## src/rtl/gerenciador_es_param_if.sv

```systemverilog
// Processor-side bus of the I/O manager: syscall strobes, data to display,
// captured switch value and the stall line.
interface gerenciador_es_param_if #(
  parameter int DATA_W = 32
) ();
  logic              SwToReg;
  logic              RegToDisp;
  logic [DATA_W-1:0] dado;
  logic              WAIT;
  logic [DATA_W-1:0] dado_sw32;

  modport master (
    output SwToReg, RegToDisp, dado,
    input  WAIT, dado_sw32
  );

  modport slave (
    input  SwToReg, RegToDisp, dado,
    output WAIT, dado_sw32
  );
endinterface

```

## src/rtl/gerenciador_es_param.sv

```systemverilog
// I/O manager: services the IN syscall (debounced button + switches) and the
// OUT syscall (FIFO-buffered display with a minimum hold time per value).
//
// state | meaning
// IDLE  | no IN pending
// ARMED | IN pending, waiting for a fresh debounced button press
// DONE  | switch value captured, stall released for one cycle
module gerenciador_es_param #(
  parameter int DATA_W      = 32,
  parameter int SW_W        = 16,
  parameter int SIGN_EXT    = 0,
  parameter int OUT_DEPTH   = 4,
  parameter int HOLD_CYCLES = 8,
  parameter int DEB_CYCLES  = 4,
  parameter int DISP_W      = 7,
  localparam int CNT_W      = $clog2(OUT_DEPTH + 1)
) (
  input  logic                  clk,
  input  logic                  reset,
  gerenciador_es_param_if.slave cpu,
  input  logic [SW_W-1:0]       switches,
  input  logic                  btn_ok,
  output logic [DATA_W-1:0]     stdout,
  output logic [DISP_W-1:0]     stdout_sat,
  output logic [CNT_W-1:0]      fifo_count
);

  localparam int PTR_W  = $clog2(OUT_DEPTH);
  localparam int TMR_W  = (HOLD_CYCLES > 1) ? $clog2(HOLD_CYCLES) : 1;
  localparam int DCNT_W = (DEB_CYCLES > 1) ? $clog2(DEB_CYCLES) : 1;

  typedef enum logic [1:0] {IDLE, ARMED, DONE} state_t;

  state_t            state, state_nxt;
  logic              capture;
  logic [SW_W-1:0]   sw_meta, sw_sync;
  logic              btn_meta, btn_sync;
  logic              deb;
  logic [DCNT_W-1:0] dcnt;
  logic              btn_diff, deb_hit, press;
  logic [DATA_W-1:0] sw_ext;
  logic [DATA_W-1:0] mem [OUT_DEPTH];
  logic [PTR_W-1:0]  wr_ptr, rd_ptr;
  logic [TMR_W-1:0]  tmr;
  logic              fifo_full, fifo_empty, push, pop;

  // Two-flop synchronisers for the asynchronous switch and button levels
  always_ff @(posedge clk or posedge reset) begin
    if (reset) begin
      sw_meta  <= '0;
      sw_sync  <= '0;
      btn_meta <= 1'b0;
      btn_sync <= 1'b0;
    end else begin
      sw_meta  <= switches;
      sw_sync  <= sw_meta;
      btn_meta <= btn_ok;
      btn_sync <= btn_meta;
    end
  end

  assign btn_diff = (btn_sync != deb);
  assign deb_hit  = btn_diff && (dcnt == DCNT_W'(DEB_CYCLES - 1));
  // Only a rising debounced edge counts, so a button held on entry never captures
  assign press    = deb_hit && btn_sync;

  // Debouncer: deb follows btn_sync once it has differed for DEB_CYCLES edges
  always_ff @(posedge clk or posedge reset) begin
    if (reset) begin
      deb  <= 1'b0;
      dcnt <= '0;
    end else if (deb_hit) begin
      deb  <= btn_sync;
      dcnt <= '0;
    end else if (btn_diff) begin
      dcnt <= dcnt + DCNT_W'(1);
    end else begin
      dcnt <= '0;
    end
  end

  // Zero or sign extension of the synchronised switches
  always_comb begin
    sw_ext             = {DATA_W{(SIGN_EXT != 0) & sw_sync[SW_W-1]}};
    sw_ext[SW_W-1:0]   = sw_sync;
  end

  // IN FSM state register
  always_ff @(posedge clk or posedge reset) begin
    if (reset) state <= IDLE;
    else       state <= state_nxt;
  end

  // IN FSM next state; dropping SwToReg abandons the IN even on a press edge
  always_comb begin
    state_nxt = state;
    capture   = 1'b0;
    case (state)
      IDLE:  if (cpu.SwToReg) state_nxt = ARMED;
      ARMED: begin
        if (!cpu.SwToReg) begin
          state_nxt = IDLE;
        end else if (press) begin
          capture   = 1'b1;
          state_nxt = DONE;
        end
      end
      DONE:    state_nxt = IDLE;
      default: state_nxt = IDLE;
    endcase
  end

  // Captured switch value returned to the register file
  always_ff @(posedge clk or posedge reset) begin
    if (reset)        cpu.dado_sw32 <= '0;
    else if (capture) cpu.dado_sw32 <= sw_ext;
  end

  assign fifo_full  = (fifo_count == CNT_W'(OUT_DEPTH));
  assign fifo_empty = (fifo_count == '0);
  // Fullness uses the pre-edge count: a pop on the same edge does not admit a push
  assign push       = cpu.RegToDisp && !fifo_full;
  assign pop        = (tmr == '0) && !fifo_empty;

  assign cpu.WAIT = (cpu.SwToReg && (state != DONE)) || (cpu.RegToDisp && fifo_full);

  // Output FIFO, hold timer and displayed value
  always_ff @(posedge clk or posedge reset) begin
    if (reset) begin
      for (int i = 0; i < OUT_DEPTH; i++) mem[i] <= '0;
      wr_ptr     <= '0;
      rd_ptr     <= '0;
      fifo_count <= '0;
      tmr        <= '0;
      stdout     <= '0;
    end else begin
      if (push) begin
        mem[wr_ptr] <= cpu.dado;
        wr_ptr      <= wr_ptr + PTR_W'(1);
      end
      if (pop) begin
        stdout <= mem[rd_ptr];
        rd_ptr <= rd_ptr + PTR_W'(1);
        tmr    <= TMR_W'(HOLD_CYCLES - 1);
      end else if (tmr != '0) begin
        tmr <= tmr - TMR_W'(1);
      end
      case ({push, pop})
        2'b10:   fifo_count <= fifo_count + CNT_W'(1);
        2'b01:   fifo_count <= fifo_count - CNT_W'(1);
        default: fifo_count <= fifo_count;
      endcase
    end
  end

  // Saturate to all ones when the value does not fit the display width
  assign stdout_sat = ((stdout >> DISP_W) == '0) ? stdout[DISP_W-1:0] : '1;

endmodule

```

## src/flat_wrapper.sv

```systemverilog
// flat-port wrapper written by rule: the top's interface ports become plain ports
module gerenciador_es_param_flat 
#(
  parameter int DATA_W      = 32,
  parameter int SW_W        = 16,
  parameter int SIGN_EXT    = 0,
  parameter int OUT_DEPTH   = 4,
  parameter int HOLD_CYCLES = 8,
  parameter int DEB_CYCLES  = 4,
  parameter int DISP_W      = 7,
  localparam int CNT_W      = $clog2(OUT_DEPTH + 1)
)
  (clk, reset, switches, btn_ok, stdout, stdout_sat, fifo_count, cpu_SwToReg, cpu_RegToDisp, cpu_dado, cpu_WAIT, cpu_dado_sw32);
  gerenciador_es_param_if #(.DATA_W(DATA_W)) cpu_i ();
  input  logic clk;
  input  logic reset;
  input  logic [SW_W-1:0] switches;
  input  logic btn_ok;
  output logic [DATA_W-1:0] stdout;
  output logic [DISP_W-1:0] stdout_sat;
  output logic [CNT_W-1:0] fifo_count;
  input wire logic [$bits(cpu_i.SwToReg)-1:0] cpu_SwToReg;
  input wire logic [$bits(cpu_i.RegToDisp)-1:0] cpu_RegToDisp;
  input wire logic [$bits(cpu_i.dado)-1:0] cpu_dado;
  output wire logic [$bits(cpu_i.WAIT)-1:0] cpu_WAIT;
  output wire logic [$bits(cpu_i.dado_sw32)-1:0] cpu_dado_sw32;
  assign cpu_i.SwToReg = cpu_SwToReg;
  assign cpu_i.RegToDisp = cpu_RegToDisp;
  assign cpu_i.dado = cpu_dado;
  assign cpu_WAIT = cpu_i.WAIT;
  assign cpu_dado_sw32 = cpu_i.dado_sw32;
  gerenciador_es_param #(.DATA_W(DATA_W), .SW_W(SW_W), .SIGN_EXT(SIGN_EXT), .OUT_DEPTH(OUT_DEPTH), .HOLD_CYCLES(HOLD_CYCLES), .DEB_CYCLES(DEB_CYCLES), .DISP_W(DISP_W)) u_core (.clk(clk), .reset(reset), .cpu(cpu_i), .switches(switches), .btn_ok(btn_ok), .stdout(stdout), .stdout_sat(stdout_sat), .fifo_count(fifo_count));
endmodule
```

## config.mk

```make
export PLATFORM = sky130hd
export DESIGN_NAME = gerenciador_es_param_flat
export DESIGN_NICKNAME = d
export VERILOG_FILES = /design/src/rtl/gerenciador_es_param_if.sv /design/src/rtl/gerenciador_es_param.sv /design/src/flat_wrapper.sv
export SDC_FILE = /design/constraint.sdc
export NUM_CORES = 1
export LEC_CHECK = 0
export ABC_AREA = 1
export CORE_MARGIN = 2
export CORE_UTILIZATION = 60
export DETAILED_ROUTE_END_ITERATION = 12
export PLACE_DENSITY_LB_ADDON = 0.3
export SLEW_MARGIN = 40
export SYNTH_ARGS = -nofsm -noshare
export SYNTH_HDL_FRONTEND = slang
export SYNTH_SLANG_ARGS = --single-unit
```

## constraint.sdc

```tcl
create_clock -name clk -period 15.33 [get_ports clk]
set_input_delay 2.2995 -clock clk [delete_from_list [all_inputs] [get_ports clk]]
set_output_delay 2.2995 -clock clk [all_outputs]
set_load 0.005 [all_outputs]
```

Word level (Yosys, flattened, before mapping)
Index checks and enable logic that the tools add are counted.

Logic and storage cells: 74. Output and inout bits: 75. Input port bits: 53. Flip-flop bits (word level): 225.

Reduce and logical (&&, ||, !) cells: 18. Bitwise operators: 2. Order comparisons: 3. Multiplexer cells: 19. Equal/unequal tests: 9. $add $sub $neg: 6.

Operators with widths (count): $bwmux W128 (1); $mux W32 (3); $bmux W32 S2 (1); $demux W32 S2 (1); $logic_not A32 Y1 (1); $mux W2 (5); $logic_and A1 B1 Y1 (7); $mux W7 (1); $add A2 B1 Y2 const B (3); $ge A3 B3 Y1 const B (2); $logic_not A3 Y1 (2); $mux W3 (2); $not A2 Y3 (2); $pmux W3 S2 (1); $sub A3 B1 Y3 const B (2); $eq A2 B1 Y1 const B (2); $eq A2 B2 Y1 const B (2); $ne A2 B2 Y1 const B (2); $pmux W2 S2 (1); $reduce_bool A2 Y1 (2); $add A3 B1 Y3 const B (1); $eq A3 B3 Y1 const B (1); $lt A3 B1 Y1 const B (1); $mux W1 (3); other kinds (7) (8).

Longest topological paths before layout
Gate-level depths: netlist (run 1).

Depth in word-level cells: 6. Mapped depth: 13. Gate-level depth less buffers: 12.

Least setup slack after synthesis (run 1)
No wires, ideal clock.

Path type: input port to output port. Start: input cpu_SwToReg. End: output cpu_WAIT. Arrival: 2.611 ns. Stages on the path: 3. Required time: 13.031 ns. Path slack: 10.419 ns. Cells stage by stage: inv_1 a21oi_1 a31o_2.

Longest elaborated chain between the ends: 2.

Ends and longest elaborated chain: from (decl) (line flat_wrapper.sv:22) `input wire logic [$bits(cpu_i.SwToReg)-1:0] cpu_SwToReg;`; $logic_and A1 B1 Y1 (line gerenciador_es_param.sv:125) `assign cpu.WAIT = (cpu.SwToReg && (state != DONE)) || (cpu.RegToDisp && fifo_full);`; $logic_or A1 B1 Y1 (line gerenciador_es_param.sv:125); to (decl) (line flat_wrapper.sv:25) `output wire logic [$bits(cpu_i.WAIT)-1:0] cpu_WAIT;`.

Every way passes these cells.

Worst setup path after layout (run 1)
Start: input cpu_RegToDisp. End: output cpu_WAIT.

Longest elaborated chain between the ends: 2.

Ends and longest elaborated chain: from (decl) (line flat_wrapper.sv:23) `input wire logic [$bits(cpu_i.RegToDisp)-1:0] cpu_RegToDisp;`; $logic_and A1 B1 Y1 (line gerenciador_es_param.sv:125); $logic_or A1 B1 Y1 (line gerenciador_es_param.sv:125).

Every way passes these cells.

==> flow_summary.json, run 1 <==
{
  "status": "complete, no violations",
  "min_from": "u_core.sw_meta[7]",
  "die_x_um": 134,
  "worstMarginPinSlew_ps": 737,
  "via_per_inst": 5.06,
  "fin_util_pct": 73.1,
  "diodes": 0,
  "hold_path_class": "register to register",
  "worstPathRequired_ps": 13030,
  "port_buffers": 111,
  "grt_pass1_vias": 7668,
  "rrSetupSlack_ps": 12220,
  "syn_area_per_cell_sq_um": 7.89,
  "synth_area_sq_um": 10100,
  "gp_congestion": 0.774,
  "yosysSeqAreaShare_pct": 55.7,
  "fin_crit_ps": 5860,
  "dp_slack_ps": 9460,
  "setup_ws_ps": 9470,
  "seq_area_sq_um": 5630,
  "cts.reportedPaths.clkPinSlew_ps": 60,
  "rr_startpoint": "u_core.tmr[0]",
  "synthArstFlopShare_pct": 100,
  "synth_warnings": 0,
  "dieHeight_um": 134,
  "antenna_found_initial": 0,
  "drt_first_pass_iters": 5,
  "wl_um": 22900,
  "grt.total_usage_pct": 26.1,
  "placed_area_sq_um": 11300,
  "reg2reg_to": "u_core.fifo_count[2]",
  "holdPathEnd": "u_core.sw_sync[7]",
  "drv_slew": 0,
  "wl_per_cell_um": 14.2,
  "drt_iter0_markers": 781,
  "synth_flop_cell": "dfrtp_1",
  "yosys.area_share.simple_pct": 31.4,
  "drc": 0,
  "grt_max_degree": 150,
  "ctsLongestPathBuffers": 3,
  "cts_made_buffers": 24,
  "cap_violations": 0,
  "synth_cell_types": 30,
  "setup_tns_ps": 0,
  "clkSinkCount": 225,
  "finalHoldViolations": 0,
  "synthAdderAreaFrac_pct": 1.19,
  "irDropWorstVdd_mv": 0.130,
  "power.density_nw_per_um2": 207,
  "min_period_over_period_pct": 38.2,
  "min_delay_path_depth": 0,
  "cp_max_fo": 2,
  "start_util_pct": 61.1,
  "post-dp-hpwl_um": 13600,
  "vias": 8146,
  "ctsResizeCount": 0,
  "cts-root-buf": "clkbuf_16",
  "gr-total-overflow": 0,
  "post_cts_buffers": 0,
  "dieArea_sq_um": 17900,
  "synth_compound_area_share_pct": 1.42,
  "area_growth_pct": 19.6,
  "grt_first_pass_wirelength_um": 37500,
  "coreArea_sq_um": 16500,
  "fill_cells": 1223,
  "synthMuxAreaShare_pct": 0,
  "cts_tree": "yes",
  "design_area_sq_um": 12100,
  "ys_seq_elements": 225,
  "worstSetupStartpointType": "input port",
  "nNetsFinal": 1435,
  "p_leak_uw": 0.00654,
  "synth_xor_area_share_pct": 0.520,
  "syn_inst": 1280,
  "synth_edf_count": 0,
  "clk_latency_ps": 510,
  "path_class": "input port to output pin",
  "htree_levels": 1,
  "max_slew_margin_pct": 50.7,
  "fmax_mhz": 171,
  "rr_worst_depth": 12,
  "synth_top_family_by_area": "simple AND/OR/NAND/NOR gates",
  "end_kind": "output pin",
  "cts_hold_buf": 0,
  "ant_nets": 0,
  "fin_skew_ps": 6.96,
  "core.rowCount": 47,
  "setup_violations": 0,
  "multi_input_area_sq_um": 3550,
  "drive_gt1_share_pct": 4.60,
  "crit_arrival_ps": 3560,
  "rsz0062_at_grt": "no",
  "io_pins": 128
}
[power breakdown]
part / internal [uW] / switching [uW] / total (uW) / leakage, uW
combinational: 375 / 578 / 953 / 0.00333
clock: 369 / 226 / 595 / 0.000402
sequential: 826 / 126 / 951 / 0.00281
total: 1570 / 930 / 2500 / 0.00654
[layout make-up]
type | instances | area share [%]
Sequential cell | 225 | 46.6
Clock inverter | 6 | 0.870
Timing Repair Buffer | 121 | 10.5
Clock buffer | 38 | 5.91
Inverter | 141 | 4.51
Multi-Input combinational cell | 860 | 29.3
Tap cell | 220 | 2.28
[worst max-delay path: stages]
cell,delay [ps]
clkdlybuf4s50_1,590
a31o_2,190
clkdlybuf4s50_1,490
[flip-flops by register name (all words and copies together), names as in the netlist, 2 cells and up]
register / count
u_core.stdout: 32
u_core.tmr: 3
u_core.wr_ptr: 2
u_core.mem: 128
u_core.cpu.dado_sw32: 16
u_core.sw_meta: 16
u_core.state: 2
u_core.fifo_count: 3
u_core.rd_ptr: 2
u_core.dcnt: 2
u_core.sw_sync: 16
[worst max path at each step]
stage	start	endpoint	slack (ps)	cells past startpoint
detailed placement	cpu_RegToDisp	cpu_WAIT	9460	3
CTS	cpu_RegToDisp	cpu_WAIT	9470	3
global placement	cpu_RegToDisp	cpu_WAIT	9480	3
global route	cpu_SwToReg	cpu_WAIT	9430	5
floorplan	reset	u_core.btn_meta	6870	1
finish	cpu_RegToDisp	cpu_WAIT	9470	3
[kinds of logic (layout without fill, tap and decap cells)]
| family | Yosys count | in the layout |
|---|---|---|
| AOI/OAI and AO/OA | 28 | 28 |
| DFF | 225 | 225 |
| adders and majority gates | 9 | 9 |
| xor gates and xnor gates | 6 | 6 |
| buffers and inverters | 210 | 306 |
| and+or+nand+nor | 801 | 801 |
| other | 1 | 16 |
[stage by stage]
stage / total power, uW / hold WS (ps) / cells
floorplan: 1590 / 331 / 1295
global placement: 1840 / 331 / 1562
detailed placement: 1890 / 335 / 1567
CTS: 2510 / 348 / 1611
global route: 2690 / 351 / 1611
finish: 2500 / 347 / 1611
[cells in the final DEF (no fill, tap or decap), types with 2 or more instances in the layout]
cell type	netlist	layout
nand2_1	665	665
dfrtp_1	225	224
inv_1	138	137
clkdlybuf4s50_1	0	111
nor2_1	70	70
nand3_1	48	48
clkbuf_16	0	25
o21ai_0	21	21
conb_1	1	16
clkbuf_1	6	9
ha_1	8	8
nor2_4	5	5
clkinv_2	0	4
nand2_4	4	4
clkbuf_8	0	4
nand2_2	3	3
xnor2_1	3	3
a21oi_1	3	3
xor2_1	3	3
o21ai_1	3	3
bufinv_16	0	3
buf_16	0	3
buf_4	17	3
nor3_1	2	2
buf_8	0	2
buf_6	12	2
[routing by layer]
metal	share of wire, %	up-vias	GRT usage, %	wire length [um]
met3	6.7	62	3.67	1530
met2	49	299	43.5	11300
met1	42	3852	35.8	9590
met5	0	-	0	0
li1	-	3933	-	-
met4	2.5	0	8.63	570
[cell usage after synthesis (2+ instances only)]
master	number	area, sq um
nor3_1	2	10.0
nand3_1	48	240
nand2_4	4	45.0
dfrtp_1	225	5630
inv_1	138	518
nand2_1	665	2500
nor2_1	70	263
buf_6	12	135
buf_4	17	128
xor2_1	3	26.3
buf_2	32	160
buf_1	2	7.51
clkbuf_1	6	22.5
nand2_2	3	18.8
ha_1	8	100
o21ai_1	3	15.0
nor2_4	5	56.3
o21ai_0	21	105
xnor2_1	3	26.3
a21oi_1	3	15.0
Note: power is estimated with default switching activity, not from simulation.
==> run 2: changes to the inputs <==
--- a/config.mk
+++ b/config.mk
@@ -7,7 +7,7 @@
 export LEC_CHECK = 0
 export ABC_AREA = 1
 export CORE_MARGIN = 2
-export CORE_UTILIZATION = 60
+export CORE_UTILIZATION = 56
 export DETAILED_ROUTE_END_ITERATION = 12
 export PLACE_DENSITY_LB_ADDON = 0.3
 export SLEW_MARGIN = 40
==> constraint.sdc (replaced) <==
create_clock -name clk -period 5.4 [get_ports clk]
set_input_delay 0.81 -clock clk [delete_from_list [all_inputs] [get_ports clk]]
set_output_delay 0.81 -clock clk [all_outputs]
set_load 0.005 [all_outputs]
==> flow_summary.json, run 2 (same netlist as run 1, synthesis figures left out) <==
{
  "setup_violations": 0,
  "cts.reportedPaths.clkPinSlew_ps": 60,
  "coreArea_sq_um": 17800,
  "grt_first_pass_wirelength_um": 38900,
  "via_per_inst": 4.88,
  "design_area_sq_um": 12100,
  "drive_gt1_share_pct": 4.82,
  "drc": 0,
  "largestRegisters": "u_core.mem x128, u_core.stdout x32",
  "vias": 7897,
  "htree_levels": 1,
  "drv_slew": 0,
  "rsz0062_at_grt": "no",
  "die_x_um": 138,
  "p_leak_uw": 0.00653,
  "grt.total_usage_pct": 25.0,
  "setup_tns_ps": 0,
  "placed_area_sq_um": 11300,
  "diodes": 0,
  "fin_crit_ps": 3150,
  "min_delay_path_depth": 0,
  "min_period_over_period_pct": 58.3,
  "hold_path_class": "register to register",
  "rr_worst_depth": 12,
  "drt_iter0_markers": 558,
  "wl_per_cell_um": 14.5,
  "fin_skew_ps": 17.1,
  "cp_cell_sequence": "nor2_1 > nand3_1 > nor2_1 > nand3_1 > clkdlybuf4s50_1",
  "cts-root-buf": "clkbuf_16",
  "post_cts_buffers": 0,
  "max_slew_margin_pct": 52.8,
  "nNetsFinal": 1436,
  "gr-total-overflow": 0,
  "ctsResizeCount": 0,
  "top_register": "u_core.mem",
  "gp_congestion": 0.759,
  "antenna_found_initial": 0,
  "fmax_mhz": 318,
  "final_common_cell": "nand2_1",
  "area_growth_pct": 19.5,
  "largest_reg_flops": 128,
  "cts_hold_buf": 0,
  "cts_made_buffers": 24,
  "dieHeight_um": 138,
  "clkSinkCount": 225,
  "drt_first_pass_iters": 7,
  "path_class": "register to output pin",
  "worstPathRequired_ps": 4590,
  "port_buffers": 111,
  "seq_area_sq_um": 5630,
  "ant_nets": 0,
  "post-dp-hpwl_um": 14500,
  "final_cell_mix": "nand2_1, dfrtp_1, inv_1",
  "irDropWorstVdd_mv": 0.281,
  "finalHoldViolations": 0,
  "core.rowCount": 49,
  "wl_um": 23400,
  "clk_latency_ps": 520,
  "worstMarginPinSlew_ps": 707,
  "cts_tree": "yes",
  "power.density_nw_per_um2": 581,
  "status": "complete, no violations",
  "ctsLongestPathBuffers": 3,
  "dieArea_sq_um": 19100,
  "critPathMaxStageDelay_ps": 560,
  "grt_max_degree": 94,
  "crit_arrival_ps": 2340,
  "fill_cells": 1429,
  "multi_input_area_sq_um": 3550,
  "cp_max_fo": 7,
  "slowest_stage": "nor2_1",
  "cap_violations": 0,
  "end_kind": "output pin",
  "start_util_pct": 56.6,
  "rrSetupSlack_ps": 2520,
  "io_pins": 128,
  "grt_pass1_vias": 7883,
  "worstSetupStartpointType": "register"
}
-- run 2: path summary, 6_finish.rpt --
| kind | start | to |
|---|---|---|
| worst max-delay path | u_core.stdout[25] | stdout_sat[6] |
| worst min register to register | u_core.sw_meta[3] | u_core.sw_sync[3] |
| worst min-delay path | u_core.sw_meta[3] | u_core.sw_sync[3] |
| worst max register to register | u_core.tmr[0] | u_core.fifo_count[2] |
| min in group asynchronous | reset | u_core.sw_meta[0] |
| max in group asynchronous | reset | u_core.stdout[15] |
-- run 2: cell type report --
type / instances / share of cell area [%]
flip-flops and latches: 225 / 46.6
multi-input cells: 860 / 29.4
repair buffers: 122 / 10.6
clock buffers: 39 / 6.36
inverters: 141 / 4.45
well taps: 229 / 2.37
clock inverters: 3 / 0.176
-- run 2: routing by layer --
| layer | part of all wire [%] | global-route usage [%] | vias up |
|---|---|---|---|
| li1 | - | - | 3922 |
| met1 | 43 | 32.8 | 3768 |
| met2 | 51 | 43.9 | 168 |
| met3 | 4.6 | 3.53 | 39 |
| met4 | 1.8 | 6.77 | 0 |
| met5 | 0 | 0 | - |
-- run 2: stage by stage --
stage	hold slack [ps]	std cells	worst slack (ps)	utilization, %	total power [uW]
final	347	1619	2250	67.7	7020
after global routing	350	1619	2120	67.7	7570
after CTS	348	1619	2240	67.7	7050
after detailed placement	335	1577	2360	63.3	5400
after global placement	333	1572	2430	62.6	5230
after floorplan	331	1295	1650	-	4510
-- run 2: worst max-delay path, delay by kind of cell (launching register included) --
| family | cells | cell delay (ps) |
|---|---|---|
| AND/OR/NAND/NOR | 4 | 950 |
| buffers and inverters | 1 | 470 |
| flip-flops | 1 | 400 |
-- run 2: where the power goes --
part           switching (uW)  internal (uW)
combinational            1630           1060
clock                     652            968
sequential                365           2340
total                    2650           4370
==> run 3: changes to the inputs <==
==> constraint.sdc (replaced) <==
create_clock -name clk -period 3 [get_ports clk]
set_input_delay 0.45 -clock clk [delete_from_list [all_inputs] [get_ports clk]]
set_output_delay 0.45 -clock clk [all_outputs]
set_load 0.005 [all_outputs]
==> flow_summary.json, run 3 (same netlist as run 1, synthesis figures left out) <==
{
  "dp_cells": 1580,
  "max_slew_margin_pct": 53.7,
  "worstSetupStartpointType": "register",
  "grt_max_degree": 64,
  "nNetsFinal": 1440,
  "rsz0062_at_grt": "no",
  "diodes": 0,
  "power.density_nw_per_um2": 1040,
  "post-dp-hpwl_um": 14000,
  "cts.reportedPaths.clkPinSlew_ps": 60,
  "gr-total-overflow": 0,
  "setup_violations": 0,
  "fin_util_pct": 67.5,
  "fin_crit_ps": 2720,
  "coreArea_sq_um": 17800,
  "post_cts_buffers": 0,
  "top_register": "u_core.mem",
  "cts_tree": "yes",
  "design_area_sq_um": 12000,
  "io_pins": 128,
  "finalHoldViolations": 0,
  "status": "complete, no violations",
  "cts_made_buffers": 25,
  "drv_slew": 0,
  "largestRegisters": "u_core.mem x128, u_core.stdout x32",
  "grt_first_pass_wirelength_um": 39500,
  "start_util_pct": 56.6,
  "critPathMaxStageDelay_ps": 530,
  "final_cell_mix": "nand2_1, dfrtp_1, inv_1",
  "ant_nets": 0,
  "instances_no_fill": 1623,
  "min_period_over_period_pct": 90.7,
  "cp_top_family": "simple AND/OR/NAND/NOR gates",
  "fin_skew_ps": 13.5,
  "fmax_mhz": 368,
  "placed_area_sq_um": 11300,
  "htree_levels": 1,
  "wl_per_cell_um": 14.6,
  "dieHeight_um": 138,
  "drt_iter0_markers": 500,
  "irDropWorstVdd_mv": 0.595,
  "cap_violations": 0,
  "die_x_um": 138,
  "area_growth_pct": 19.2,
  "p_leak_uw": 0.00654,
  "wl_um": 23700,
  "dieArea_sq_um": 19100,
  "final_common_cell": "nand2_1",
  "worstPathRequired_ps": 2550,
  "vias": 7917,
  "cp_cell_sequence": "nor2_1 > nand3_1 > nor2_1 > nand3_1 > clkdlybuf4s50_1",
  "holdWs_ps": 346,
  "grt_pass1_vias": 7897,
  "ctsResizeCount": 0,
  "drt_first_pass_iters": 5,
  "via_per_inst": 4.88,
  "grt.total_usage_pct": 25.5,
  "ctsLongestPathBuffers": 3,
  "drc": 0,
  "clk_latency_ps": 510,
  "worstMarginPinSlew_ps": 694,
  "worst-path-buf-inv": 1,
  "drive_gt1_share_pct": 5.24,
  "rrSetupSlack_ps": 660,
  "cp_max_fo": 7,
  "port_buffers": 111,
  "cts_hold_buf": 0,
  "end_kind": "output pin",
  "largest_reg_flops": 128,
  "slowest_stage": "nor2_1",
  "cts-root-buf": "clkbuf_16",
  "core.rowCount": 49,
  "clkSinkCount": 225,
  "path_class": "register to output pin",
  "hold_path_class": "register to register",
  "crit_arrival_ps": 2270,
  "gp_congestion": 0.784,
  "antenna_found_initial": 0
}
-- run 3: cell count changes in the layout (fill, tap and decap cells not counted), sizes merged --
cell,change
buf,+3
bufinv,+1
clkbuf,-7
clkinv,+7
-- run 3: cell type report --
cell class	instances	area (sq um)
inverter	141	536
clock buffer	32	692
multi-input combinational	860	3550
fill	1448	5800
clock inverter	11	86.3
timing repair buffer	125	1270
tap	229	287
sequential	225	5630
-- run 3: metal layers --
metal,track usage [%],up-vias,part of all wire (%)
li1,-,3957,-
met1,34.1,3687,43
met2,43.6,233,49
met3,3.53,40,5.8
met4,7.79,0,2.2
met5,0,-,0
-- run 3: worst paths after layout --
check,from,to,cells past startpoint
worst max-delay path,u_core.stdout[21],stdout_sat[2],5
worst min-delay path,u_core.sw_meta[1],u_core.sw_sync[1],0
worst max register to register,u_core.tmr[0],u_core.fifo_count[2],12
worst min register to register,u_core.sw_meta[1],u_core.sw_sync[1],0
max in group asynchronous,reset,u_core.rd_ptr[0],3
min in group asynchronous,reset,u_core.wr_ptr[1],2
-- run 3: power breakdown --
group	total, uW	internal [uW]	switching [uW]
Sequential	4860	4220	644
Clock	2890	1710	1190
Combinational	4830	1880	2950
-- run 3: stage by stage --
step                TNS [ps]  total power, uW  setup slack [ps]
CTS                        0            12600               257
global placement           0             9500               666
detailed placement         0             9680               618
floorplan             -87300             8120              -388
finish                     0            12600               280
global route               0            13600               110
